==> src/rtl/mips_mem_pkg.sv <==
// mips_mem_pkg: shared types and constants for the unified memory arbiter.
// Used by the arbiter RTL and by the testbench memory model.
package mips_mem_pkg;

  typedef enum logic [1:0] {
    IDLE,
    IFETCH,
    DACC
  } arb_state_t;

  localparam int unsigned AW_DEF = 32;
  localparam int unsigned DW_DEF = 32;

  // Read data returned when a transaction is aborted by the wait timer.
  localparam logic [31:0] ERR_RDATA = 32'h0;

endpackage

==> src/rtl/mem_wait_timer.sv <==
// mem_wait_timer: counts memory wait cycles and flags the last allowed one.
// Ports: clk, rst_n, clr_i (sync clear), en_i (count), expire_o (budget used up).
module mem_wait_timer #(
  parameter int unsigned TIMEOUT_CYC = 255
) (
  input  logic clk,
  input  logic rst_n,
  input  logic clr_i,
  input  logic en_i,
  output logic expire_o
);

  localparam int unsigned CW = $clog2(TIMEOUT_CYC + 1);
  localparam logic [CW-1:0] LAST = CW'(TIMEOUT_CYC - 1);

  logic [CW-1:0] cnt_q, cnt_d;

  // Fires during the TIMEOUT_CYC-th unacknowledged cycle.
  assign expire_o = en_i && (cnt_q == LAST);

  always_comb begin
    cnt_d = cnt_q;
    if (clr_i) begin
      cnt_d = '0;
    end else if (en_i && !expire_o) begin
      cnt_d = cnt_q + 1'b1;
    end
  end

  always_ff @(posedge clk or negedge rst_n) begin
    if (!rst_n) begin
      cnt_q <= '0;
    end else begin
      cnt_q <= cnt_d;
    end
  end

endmodule

==> src/rtl/mips_mem_arbiter.sv <==
// mips_mem_arbiter: shares one variable-latency memory between fetch and data.
// Ports: clk/reset, IF req/addr/flush/rdata/valid, MEM req/we/addr/wdata/rdata/valid,
// stall_f/stall_m, registered memory bus mem_*, sticky timeout err.
module mips_mem_arbiter
  import mips_mem_pkg::*;
#(
  parameter int unsigned AW          = AW_DEF,
  parameter int unsigned DW          = DW_DEF,
  parameter int unsigned MAX_D_BURST = 4,
  parameter int unsigned TIMEOUT_CYC = 255
) (
  input  logic          clk,
  input  logic          reset,
  input  logic          if_req,
  input  logic [AW-1:0] if_addr,
  input  logic          if_flush,
  output logic [DW-1:0] if_rdata,
  output logic          if_valid,
  input  logic          d_req,
  input  logic          d_we,
  input  logic [AW-1:0] d_addr,
  input  logic [DW-1:0] d_wdata,
  output logic [DW-1:0] d_rdata,
  output logic          d_valid,
  output logic          stall_f,
  output logic          stall_m,
  output logic          mem_req,
  output logic          mem_we,
  output logic [AW-1:0] mem_addr,
  output logic [DW-1:0] mem_wdata,
  input  logic [DW-1:0] mem_rdata,
  input  logic          mem_ack,
  output logic          err
);

  localparam int unsigned SW = $clog2(MAX_D_BURST + 1);
  localparam logic [SW-1:0] SMAX = SW'(MAX_D_BURST);

  arb_state_t    state_q, state_d;
  logic          mem_req_q, mem_req_d;
  logic          mem_we_q, mem_we_d;
  logic [AW-1:0] mem_addr_q, mem_addr_d;
  logic [DW-1:0] mem_wdata_q, mem_wdata_d;
  logic [DW-1:0] if_rdata_q, if_rdata_d;
  logic [DW-1:0] d_rdata_q, d_rdata_d;
  logic          if_valid_q, if_valid_d;
  logic          d_valid_q, d_valid_d;
  logic          done_q, done_d;
  logic          drop_q, drop_d;
  logic          err_q, err_d;
  logic [SW-1:0] streak_q, streak_d;

  logic          expire;
  logic          fin;
  logic          gnt_d;
  logic          gnt_i;
  logic [DW-1:0] rdata;

  mem_wait_timer #(
    .TIMEOUT_CYC(TIMEOUT_CYC)
  ) u_timer (
    .clk     (clk),
    .rst_n   (reset),
    .clr_i   (!mem_req_q),
    .en_i    (mem_req_q && !mem_ack),
    .expire_o(expire)
  );

  // Expiry is only possible while mem_req is up and no ack arrived.
  assign fin   = mem_ack || expire;
  assign rdata = mem_ack ? mem_rdata : DW'(ERR_RDATA);

  // Data wins unless it has starved a waiting fetch for a full burst.
  assign gnt_d = d_req && !(streak_q == SMAX && if_req);
  assign gnt_i = !gnt_d && if_req;

  always_comb begin
    state_d     = state_q;
    mem_req_d   = mem_req_q;
    mem_we_d    = mem_we_q;
    mem_addr_d  = mem_addr_q;
    mem_wdata_d = mem_wdata_q;
    if_rdata_d  = if_rdata_q;
    d_rdata_d   = d_rdata_q;
    if_valid_d  = 1'b0;
    d_valid_d   = 1'b0;
    done_d      = 1'b0;
    drop_d      = drop_q;
    err_d       = err_q;
    streak_d    = streak_q;
    unique case (state_q)
      IDLE: begin
        if (!if_req) begin
          streak_d = '0;
        end
        // The completion cycle never grants: the requester is still
        // holding its old request while it sees the valid pulse.
        if (!done_q) begin
          unique case (1'b1)
            gnt_d: begin
              state_d     = DACC;
              mem_req_d   = 1'b1;
              mem_we_d    = d_we;
              mem_addr_d  = d_addr;
              mem_wdata_d = d_wdata;
              if (if_req) begin
                streak_d = streak_q + 1'b1;
              end
            end
            gnt_i: begin
              state_d     = IFETCH;
              mem_req_d   = 1'b1;
              mem_we_d    = 1'b0;
              mem_addr_d  = if_addr;
              mem_wdata_d = '0;
              streak_d    = '0;
            end
            default: ;
          endcase
        end
      end
      IFETCH: begin
        if (if_flush) begin
          drop_d = 1'b1;
        end
        if (fin) begin
          state_d   = IDLE;
          mem_req_d = 1'b0;
          done_d    = 1'b1;
          drop_d    = 1'b0;
          err_d     = err_q || !mem_ack;
          if (!(drop_q || if_flush)) begin
            if_valid_d = 1'b1;
            if_rdata_d = rdata;
          end
        end
      end
      DACC: begin
        if (fin) begin
          state_d   = IDLE;
          mem_req_d = 1'b0;
          done_d    = 1'b1;
          err_d     = err_q || !mem_ack;
          d_valid_d = 1'b1;
          if (!mem_we_q) begin
            d_rdata_d = rdata;
          end
        end
      end
      default: state_d = IDLE;
    endcase
  end

  always_ff @(posedge clk or negedge reset) begin
    if (!reset) begin
      state_q     <= IDLE;
      mem_req_q   <= 1'b0;
      mem_we_q    <= 1'b0;
      mem_addr_q  <= '0;
      mem_wdata_q <= '0;
      if_rdata_q  <= '0;
      d_rdata_q   <= '0;
      if_valid_q  <= 1'b0;
      d_valid_q   <= 1'b0;
      done_q      <= 1'b0;
      drop_q      <= 1'b0;
      err_q       <= 1'b0;
      streak_q    <= '0;
    end else begin
      state_q     <= state_d;
      mem_req_q   <= mem_req_d;
      mem_we_q    <= mem_we_d;
      mem_addr_q  <= mem_addr_d;
      mem_wdata_q <= mem_wdata_d;
      if_rdata_q  <= if_rdata_d;
      d_rdata_q   <= d_rdata_d;
      if_valid_q  <= if_valid_d;
      d_valid_q   <= d_valid_d;
      done_q      <= done_d;
      drop_q      <= drop_d;
      err_q       <= err_d;
      streak_q    <= streak_d;
    end
  end

  assign if_rdata  = if_rdata_q;
  assign if_valid  = if_valid_q;
  assign d_rdata   = d_rdata_q;
  assign d_valid   = d_valid_q;
  assign mem_req   = mem_req_q;
  assign mem_we    = mem_we_q;
  assign mem_addr  = mem_addr_q;
  assign mem_wdata = mem_wdata_q;
  assign err       = err_q;
  assign stall_f   = if_req && !if_valid_q;
  assign stall_m   = d_req && !d_valid_q;

endmodule
==> config.mk <==
export PLATFORM = sky130hd
export DESIGN_NAME = mips_mem_arbiter
export DESIGN_NICKNAME = d
export VERILOG_FILES = /design/src/rtl/mips_mem_pkg.sv /design/src/rtl/mem_wait_timer.sv /design/src/rtl/mips_mem_arbiter.sv
export SDC_FILE = /design/constraint.sdc
export NUM_CORES = 1
export LEC_CHECK = 0
export ABC_CLOCK_PERIOD_IN_PS = 1900
export BUFFER_PORTS_ARGS = -buffer_cell sky130_fd_sc_hd__buf_2
export CAP_MARGIN = 10
export CORE_AREA = 2 2 117 119
export CTS_CLUSTER_DIAMETER = 50
export CTS_CLUSTER_SIZE = 16
export DETAILED_ROUTE_END_ITERATION = 10
export DIE_AREA = 0 0 119 121
export PLACE_DENSITY_LB_ADDON = 0.1
export SETUP_SLACK_MARGIN = 0.05
export SYNTH_ARGS = -nofsm -noshare
export SYNTH_HDL_FRONTEND = slang
export SYNTH_SLANG_ARGS = --single-unit
==> constraint.sdc <==
create_clock -name clk -period 1.9 [get_ports clk]
set_input_delay 0.38 -clock clk [delete_from_list [all_inputs] [get_ports clk]]
set_output_delay 0.38 -clock clk [all_outputs]
set_load 0.005 [all_outputs]
==> impl_metrics.ini, run 1 <==
[run_status]
status = completed

[die]
core_region_area_sq_um = 13090
start_util = 0.4733
die-area_sq_um = 14400
die_h_um = 121
io_pins = 270
rows = 42
die_w_um = 119

[critical_path]
cp.depth = 6
critical_path.top_delay_family = compound AO/OA/AOI/OAI gates
max_stage_delay_ns = 0.42
worstSetupStartpointType = flip-flop
required_ns = 2.20
crit_path_end_kind = flip-flop
ff2ff_path_depth = 6
crit_type = flip-flop to flip-flop
path_buf_inv = 1
crit_slowest_cell = dfrtp_1
critPathMaxFanout = 33
arrival_ns = 2.06
cp_cell_sequence = inv_1 > ha_1 > and3_1 > a31o_4 > nand2_4 > a32o_1

[clocking]
htree_num_levels = 4
clkLatencyLatePin_ns = 0.41
numCtsBuffers = 17
clk_pin_slew_ns = 0.06
clockBufferDepth = 2
cts_tree = done
clock-sinks = 148
cts_root_buffer = clkbuf_16

[global_routing]
antenna_found_initial = 0
grt_pass1_wl_mm = 26.48
grt-ovfl-total = 0
grt_use_total = 0.2347
grt_max_degree = 65
grt_pass1_vias = 5230

[detailed_routing]
wl_mm = 16.69
antenna_left = 0
dr.pass1.iters = 4
drc = 0
via_per_inst = 5.334
wl_per_cell_um = 16.91
vias = 5265
drtIter0Drc = 360

[logic_synthesis]
synth-edff-count = 0
syn_avg_cell_area_sq_um = 11.60
synthTopCellsByCount = 148 x dfrtp_1, 106 x nand2_1, 68 x o21ai_0
synth-seq-cells = 148
synthArstFlopShare = 1.000
yosys_warnings = 0
yosysUniqueCellTypes = 36
synth_area_leader_cell = dfrtp_1
synth_area_leaders = dfrtp_1 60%, a32o_1 11%, nand2_1 6.4%
syn_area_sq_um = 6193
syn-num-nets = 676
syn_inst = 534
synth.most_common_cell = dfrtp_1
synth_top_area_share = 0.5980
ys_seq_area_frac = 0.5980
ys.flop_type = dfrtp_1

[timing]
setup_viol = 0
skew_ns = 0.007344
period_share = 0.9305
relSlewSlack = 0.6647
holdWs_ns = 0.2050
layout_min_cycle_time_ns = 1.768
rsz0062_at_grt = true
slew_violations = 0
hold_viol_final = 0
fmax_ghz = 0.5656
tns_ns = 0
tightest_slew_ns = 0.5029

[finish]
syn2layout_area_growth_pct = 35.31
nFillCells = 1098
instances_no_fill = 987
multi_input_area_sq_um = 2261
regArea_sq_um = 3704
drive_gt1_frac = 0.4057
diodes = 0
finish.utilization = 0.6405
nNetsFinal = 941
fin_area_sq_um = 8381

[worst_hold_path]
hold_class = input port to flip-flop
holdPathStages = 3

[placed_design]
dp_hpwl_mm = 11.98
finalWeightedCongestion = 0.8412
place_area_sq_um = 7750
dp.cells = 953
port_buffers = 269

[power_and_ir_drop]
leakage_nw = 4.272
ir_drop_mv = 0.8805
power.density_nw_per_um2 = 1551

[flow_run]
maxCapViolCount = 0
## final timing paths
| path | startpoint | to | slack (ns) |
|---|---|---|---|
| worst max-delay path | u_timer.cnt_q[0]$_DFFE_PN0P_ | if_rdata[4]$_DFFE_PN0P_ | 0.13 |
| worst min-delay path | d_wdata[0] | mem_wdata[0]$_DFFE_PN0P_ | 0.20 |
| worst max register to register | u_timer.cnt_q[0]$_DFFE_PN0P_ | if_rdata[4]$_DFFE_PN0P_ | 0.13 |
| worst min register to register | err$_DFFE_PN0P_ | err$_DFFE_PN0P_ | 0.47 |
| max in group asynchronous | reset | mem_wdata[27]$_DFFE_PN0P_ | 0.89 |
| min in group asynchronous | reset | d_rdata[23]$_DFFE_PN0P_ | 0.45 |
## kinds of logic after synthesis
family,count (synthesis),share of synthesized area
buffers and inverters,51,0.04505
XOR/XNOR,6,0.008485
adder cells (fa/ha/maj),7,0.01414
AO/OA/AOI/OAI,153,0.1867
AND/OR/NAND/NOR,137,0.09596
flip-flops,148,0.5980
multiplexers,32,0.05172
## metrics by stage
| step | setup WS [ns] | power (W) |
|---|---|---|
| 2_1_floorplan | 0.2649 | 0.007591 |
| 3_3_place_gp | 0.1564 | 0.009658 |
| 3_5_place_dp | 0.06569 | 0.009853 |
| 4_1_cts | 0.1103 | 0.01309 |
| 5_1_grt | 0.03077 | 0.01394 |
| 6_report | 0.1321 | 0.01300 |
## layout make-up
type | count | area share
Sequential cell | 148 | 0.4419
Multi-Input combinational cell | 335 | 0.2698
Timing Repair Buffer | 289 | 0.1907
Clock buffer | 21 | 0.05494
Tap cell | 176 | 0.02628
Clock inverter | 10 | 0.01284
Inverter | 8 | 0.003583
## routing by layer
| layer | wire length [um] | up-vias | part of all wire | GRT usage |
|---|---|---|---|---|
| met5 | 0 | - | 0 | 0 |
| met4 | 369 | 0 | 0.022 | 0.09003 |
| met3 | 1295 | 29 | 0.078 | 0.07378 |
| met2 | 8280 | 201 | 0.50 | 0.3876 |
| met1 | 6745 | 2574 | 0.40 | 0.2897 |
| li1 | - | 2461 | - | - |
## worst reg2reg max path, cell delays in order (launching register included)
cell and delay [ns]:
dfrtp_1 0.42, inv_1 0.08, ha_1 0.15, and3_1 0.21, a31o_4 0.22, nand2_4 0.24
a32o_1 0.34
## report_power, final
| part | leakage (nW) | switching [W] | internal, W |
|---|---|---|---|
| sequential | 1.88 | 0.000744 | 0.00447 |
| combinational | 2.11 | 0.00242 | 0.00218 |
| clock | 0.286 | 0.00121 | 0.00198 |
| total | 4.27 | 0.00438 | 0.00863 |
## cell usage in the layout, fill, tap and decap left out, types with 2 or more instances in the layout
cell type  instances
buf_2            268
dfrtp_1          148
nand2_1          106
o21ai_0           68
a32o_1            65
mux2i_1           30
clkbuf_16         18
buf_4             12
nor2_1             9
inv_1              8
a21oi_1            7
ha_1               7
xnor2_1            6
clkinv_2           6
buf_12             6
nand2b_1           3
a211oi_1           3
nor2b_1            2
and3_1             2
nand2_4            2
and2_1             2
a31oi_1            2
nor2b_4            2
nor3b_1            2
mux2i_2            2
clkinv_4           2
clkbuf_1           2
bufinv_16          2
clkbuf_8           2
## timing repair
action / CTS / global route
hold buffers: 1 / 0
pin swaps: 0 / 1
endpoints found under the setup margin: 2 / 41
buffers inserted: 0 / 1
endpoints found under the hold margin: 36 / 0
resized for setup: 1 / 4
cloned: 0 / 1
## registers in the layout (all words and copies together) (netlist names)
| signal | cells |
|---|---|
| err | 1 |
| streak_q | 3 |
| mem_we | 1 |
| d_valid | 1 |
| d_rdata | 32 |
| u_timer.cnt_q | 8 |
| drop_q | 1 |
| if_rdata | 32 |
| state_q | 2 |
| if_valid | 1 |
| done_q | 1 |
| mem_req | 1 |
| mem_addr | 32 |
| mem_wdata | 32 |
Note: power is estimated with default switching activity, not from simulation.
==> run 2, diff against run 1 <==
--- a/config.mk
+++ b/config.mk
@@ -6,13 +6,13 @@
 export NUM_CORES = 1
 export LEC_CHECK = 0
 export ABC_CLOCK_PERIOD_IN_PS = 1900
-export BUFFER_PORTS_ARGS = -buffer_cell sky130_fd_sc_hd__buf_2
 export CAP_MARGIN = 10
-export CORE_AREA = 2 2 117 119
-export CTS_CLUSTER_DIAMETER = 50
+export CORE_AREA = 2 2 110 112
+export CTS_CLUSTER_DIAMETER = 120
 export CTS_CLUSTER_SIZE = 16
 export DETAILED_ROUTE_END_ITERATION = 10
-export DIE_AREA = 0 0 119 121
+export DIE_AREA = 0 0 112 114
+export DONT_BUFFER_PORTS = 1
 export PLACE_DENSITY_LB_ADDON = 0.1
 export SETUP_SLACK_MARGIN = 0.05
 export SYNTH_ARGS = -nofsm -noshare
==> run 2 against run 1 <==
Effect of this change: the run now ends with hold timing left; sequential share of layout area rose by 8.9 points; via count fell by 21%; power fell by 7.0%; combinational power fell by 38%; sequential power rose by 8.3%; die area fell by 11%; count of clock-buffer cells in the layout rose by 1; core utilization fell by 4.5 points; routed wire length fell by 13%; critical path type unchanged; largest cell class unchanged; largest power group unchanged.
==> impl_metrics.ini, run 2 (synthesis results as in run 1) <==
[die]
die-area_sq_um = 12770
core_region_area_sq_um = 11710
die_h_um = 114
start_util = 0.5288
io_pins = 270
die_w_um = 112
rows = 40

[critical_path]
critPathMaxFanout = 26
worstSetupStartpointType = flip-flop
rrSetupSlack_ns = 0.16
ff2ff_path_depth = 7
crit_start = streak_q[0]$_DFFE_PN0P_
required_ns = 2.17
crit_path_end_kind = flip-flop
crit_type = flip-flop to flip-flop
reg2reg_to = mem_addr[4]$_DFFE_PN0P_
rr_startpoint = streak_q[0]$_DFFE_PN0P_
arrival_ns = 2.02

[placed_design]
port_buffers = 0
finalWeightedCongestion = 0.8266
dp_hpwl_mm = 9.655

[global_routing]
grt_max_degree = 149
grt_pass1_wl_mm = 22.39
grt-ovfl-total = 0
grt_use_total = 0.2249
antenna_found_initial = 0
grt_pass1_vias = 4180

[detailed_routing]
vias = 4157
met2WireLength_mm = 7.355
wl_per_cell_um = 21.39
wl_mm = 14.59
drtIter0Drc = 367
via_per_inst = 6.095
wl_met3_mm = 1.536
highest_layer = met4
antenna_left = 0
drc = 0
drt-met1-wl_mm = 5.451
dr.pass1.iters = 4

[flow_run]
maxCapViolCount = 0

[timing]
relSlewSlack = 0.7310
layout_min_cycle_time_ns = 1.745
tightest_slew_ns = 0.4031
hold_viol_final = 148
slew_violations = 0
holdWs_ns = -0.3350
skew_ns = 0.004387
fmax_ghz = 0.5732
setup_viol = 0
tns_ns = 0
rsz0062_at_grt = false
period_share = 0.9182

[clocking]
numCtsBuffers = 17
cts_root_buffer = clkbuf_16
clkLatencyLatePin_ns = 0.41
clock-sinks = 148
clockBufferDepth = 2
htree_num_levels = 4
clk_pin_slew_ns = 0.06
cts_tree = done

[finish]
diodes = 0
nFillCells = 976
final_common_cell = dfrtp_1
syn2layout_area_growth_pct = 12.65
mostFrequentLayoutCells = 148 x dfrtp_1, 106 x nand2_1, 68 x o21ai_0
nNetsFinal = 665
drive_gt1_frac = 0.09533
finish.utilization = 0.5957

[worst_hold_path]
hold_class = input port to async pin

[run_status]
status = finished with violations
violations = hold timing

[power_and_ir_drop]
leakage_nw = 3.106
power.density_nw_per_um2 = 1733
ir_drop_mv = 0.9724
==> run 2: changes by cell type in the layout (fill, tap and decap cells not counted), sizes merged <==
cell and delta:
buf -275, bufinv +3, clkbuf +1, clkinv -5
clkinvlp +1, dlygate4sd3 -1
==> run 2: per-layer routing <==
metal | track usage | vias up
met5 | 0 | -
met4 | 0.09512 | 0
met3 | 0.09511 | 17
met2 | 0.3705 | 208
met1 | 0.2608 | 2035
li1 | - | 1897
==> run 2: final cells by class <==
cell class / count / area (sq um) / area share
flip-flops and latches: 148 / 3704 / 0.5308
multi-input cells: 335 / 2253 / 0.3230
clock buffers: 22 / 464.2 / 0.06654
well taps: 147 / 183.9 / 0.02636
clock inverters: 9 / 176.4 / 0.02529
repair buffers: 13 / 165.2 / 0.02367
inverters: 8 / 30.03 / 0.004304
==> run 2: power breakdown <==
part / total (W) / switching [W] / internal (W)
combinational: 0.00286 / 0.00157 / 0.00129
clock: 0.00359 / 0.00120 / 0.00239
sequential: 0.00564 / 0.00116 / 0.00448
==> run 2: per-stage QoR <==
step           setup slack, ns  hold WS, ns  instances  instance area (sq um)  power (W)
2_1_floorplan           0.2649      0.08441        534                   6193   0.007591
3_3_place_gp            0.1317      0.08822        649                   6291   0.008398
3_5_place_dp           0.06504      0.08797        649                   6291   0.008546
4_1_cts                 0.1380      -0.3610        680                   6934    0.01219
5_1_grt                0.03349      -0.3602        682                   6977    0.01286
6_report                0.1554      -0.3350        682                   6977    0.01209
==> run 2: worst max path at each step <==
stage	to	slack, ns	cells past startpoint
floorplan	if_rdata[0]$_DFFE_PN0P_	0.26	8
global placement	mem_wdata[9]$_DFFE_PN0P_	0.13	7
detailed placement	mem_wdata[30]$_DFFE_PN0P_	0.07	7
CTS	mem_wdata[30]$_DFFE_PN0P_	0.14	7
global route	mem_addr[19]$_DFFE_PN0P_	0.03	7
finish	mem_addr[4]$_DFFE_PN0P_	0.16	7
==> run 2: what timing repair did <==
item                                    in CTS  in global routing
buffers inserted                             0                  1
gates resized for setup                      1                  2
endpoints found under the setup margin       1                 29
endpoints found under the hold margin      148                148
cloned                                       0                  1
pin swaps                                    0                  1
==> run 2: critical path, stage by stage (launching register included) <==
cell and delay (ns):
dfrtp_1 0.41, inv_1 0.07, ha_1 0.17, nand2_1 0.13, a21boi_4 0.24, buf_12 0.23, mux2i_1 0.24, o21ai_0 0.11
==> run 3, diff against run 2 <==
--- a/config.mk
+++ b/config.mk
@@ -5,7 +5,7 @@
 export SDC_FILE = /design/constraint.sdc
 export NUM_CORES = 1
 export LEC_CHECK = 0
-export ABC_CLOCK_PERIOD_IN_PS = 1900
+export ABC_CLOCK_PERIOD_IN_PS = 1800
 export CAP_MARGIN = 10
 export CORE_AREA = 2 2 110 112
 export CTS_CLUSTER_DIAMETER = 120
==> constraint.sdc (replaced) <==
create_clock -name clk -period 1.8 [get_ports clk]
set_input_delay 0.36 -clock clk [delete_from_list [all_inputs] [get_ports clk]]
set_output_delay 0.36 -clock clk [all_outputs]
set_load 0.005 [all_outputs]
==> run 3 against run 2 <==
Effect of this change: the run still ends with hold timing left; critical path depth is the same; via count grew 3.1%; die area is the same; first-iteration DRC count shrank 3.8%; worst setup slack lost 0.049 ns; count of clock-buffer cells in the layout grew 1.
==> impl_metrics.ini, run 3 (synthesis results as in run 1) <==
[clocking]
clock-sinks = 148
numCtsBuffers = 17
cts_tree = done
clockBufferDepth = 2
htree_num_levels = 4
cts_root_buffer = clkbuf_16
clkLatencyLatePin_ns = 0.41
clk_pin_slew_ns = 0.06

[die]
io_pins = 270
core_region_area_sq_um = 11710
die_w_um = 112
rows = 40
die_h_um = 114
start_util = 0.5288
die-area_sq_um = 12770

[power_and_ir_drop]
switching_share = 0.3377
power.density_nw_per_um2 = 1783
p_int_w = 0.008363
clockPowerShare = 0.269
pwr-share-seq = 0.471
ir_drop_mv = 0.9772
power.switching_w = 0.004265
leakage_nw = 3.133
power_frac_comb = 0.260

[run_status]
status = finished with violations
violations = hold timing

[placed_design]
dp_hpwl_mm = 9.733
port_buffers = 0
dp.cells = 651
finalWeightedCongestion = 0.8243

[finish]
final_common_cell = dfrtp_1
nNetsFinal = 673
mostFrequentLayoutCells = 148 x dfrtp_1, 105 x nand2_1, 65 x a32o_1, 65 x o21ai_0, 30 x mux2i_1
instances_no_fill = 691
drive_gt1_frac = 0.1176
diodes = 0
syn2layout_area_growth_pct = 14.34

[global_routing]
grt_use_total = 0.2284
grt_pass1_wl_mm = 22.90
grt_max_degree = 149
grt_pass1_vias = 4322
grt-ovfl-total = 0
antenna_found_initial = 0

[detailed_routing]
met2WireLength_mm = 7.789
wl_mm = 15.05
antenna_left = 0
drc = 0
drtIter0Drc = 353
wl_met3_mm = 1.556
vias = 4284
dr.pass1.iters = 4
highest_layer = met4
wl_per_cell_um = 21.77
drt-met1-wl_mm = 5.555
via_per_inst = 6.200

[critical_path]
required_ns = 2.11
crit_type = flip-flop to flip-flop
critPathMaxFanout = 15
arrival_ns = 2.01
crit_path_end_kind = flip-flop
ff2ff_path_depth = 7
worstSetupStartpointType = flip-flop

[timing]
rsz0062_at_grt = true
hold_viol_final = 148
relSlewSlack = 0.7545
setup_viol = 0
layout_min_cycle_time_ns = 1.694
skew_ns = 0.007182
period_share = 0.9409
holdWs_ns = -0.3467
tns_ns = 0
fmax_ghz = 0.5905
tightest_slew_ns = 0.3682
slew_violations = 0

[flow_run]
maxCapViolCount = 0

[worst_hold_path]
hold_class = input port to async pin
## run 3: cell types whose count changed in the layout (fill, tap and decap cells not counted), moves of 2 or more
cell and change:
o21ai_1 +3, mux2i_1 -2, bufinv_16 -3, clkbuf_16 +2, buf_4 +2, clkinv_2 +2
nand2_8 +2, mux2i_2 +2, buf_6 +2, o21ai_0 -3, nand2_4 -2
## run 3: power by group through the flow
stage	combinational [W]	sequential (W)	clock (W)
4_1_cts	0.00308	0.00596	0.00346
3_3_place_gp	0.00288	0.00598	0
3_5_place_dp	0.00304	0.00600	0
6_report	0.00328	0.00595	0.00340
5_1_grt	0.00374	0.00608	0.00362
2_1_floorplan	0.00243	0.00558	0
## run 3: critical path: stages (launching register included)
cell and delay (ns):
dfrtp_1 0.40, inv_1 0.09, ha_2 0.21, nor2b_4 0.19
nor2b_4 0.26, clkbuf_16 0.20, nand2_1 0.06, o21ai_0 0.18
## run 3: worst paths after layout
| kind | from | endpoint | slack (ns) |
|---|---|---|---|
| hold reg to reg | mem_addr[25]$_DFFE_PN0P_ | mem_addr[25]$_DFFE_PN0P_ | 0.51 |
| hold / removal | reset | d_rdata[26]$_DFFE_PN0P_ | -0.35 |
| min in group clk | d_wdata[1] | mem_wdata[1]$_DFFE_PN0P_ | 0.08 |
| setup / recovery | state_q[0]$_DFFE_PN0P_ | mem_wdata[17]$_DFFE_PN0P_ | 0.11 |
| max in group asynchronous | reset | mem_wdata[12]$_DFFE_PN0P_ | 1.98 |
| setup reg to reg | state_q[0]$_DFFE_PN0P_ | mem_wdata[17]$_DFFE_PN0P_ | 0.11 |
## run 3: final cells by class
| class | instances | area, sq um |
|---|---|---|
| fill | 980 | 4629 |
| sequential | 148 | 3704 |
| multi-input combinational | 335 | 2287 |
| clock buffer | 23 | 467.9 |
| timing repair buffer | 21 | 305.3 |
| tap | 147 | 183.9 |
| clock inverter | 9 | 103.9 |
| inverter | 8 | 30.03 |
## run 3: per-layer routing
layer	global-route usage	vias up
met3	0.09830	10
met4	0.08537	0
li1	-	1924
met2	0.3851	194
met1	0.2607	2156
met5	0	-
## run 3: per-stage QoR
step                utilization  total power (W)  cell area [sq um]  hold slack [ns]  setup WS [ns]
floorplan                     -         0.008012               6193          0.06441         0.1649
global placement         0.5385         0.008862               6306          0.06804         0.1109
detailed placement       0.5385         0.009038               6306          0.06843       0.002258
CTS                      0.5909          0.01250               6920          -0.3719        0.04950
global route             0.6047          0.01344               7082          -0.3724       -0.02521
finish                   0.6047          0.01263               7082          -0.3467         0.1065
## run 3: repair_timing
| item | in CTS | in global routing |
|---|---|---|
| setup buffers | 1 | 3 |
| cloned | 1 | 3 |
| pin swaps | 1 | 1 |
| gates resized for setup | 1 | 14 |
| setup endpoints to repair | 32 | 121 |
| hold endpoints to repair | 148 | 148 |
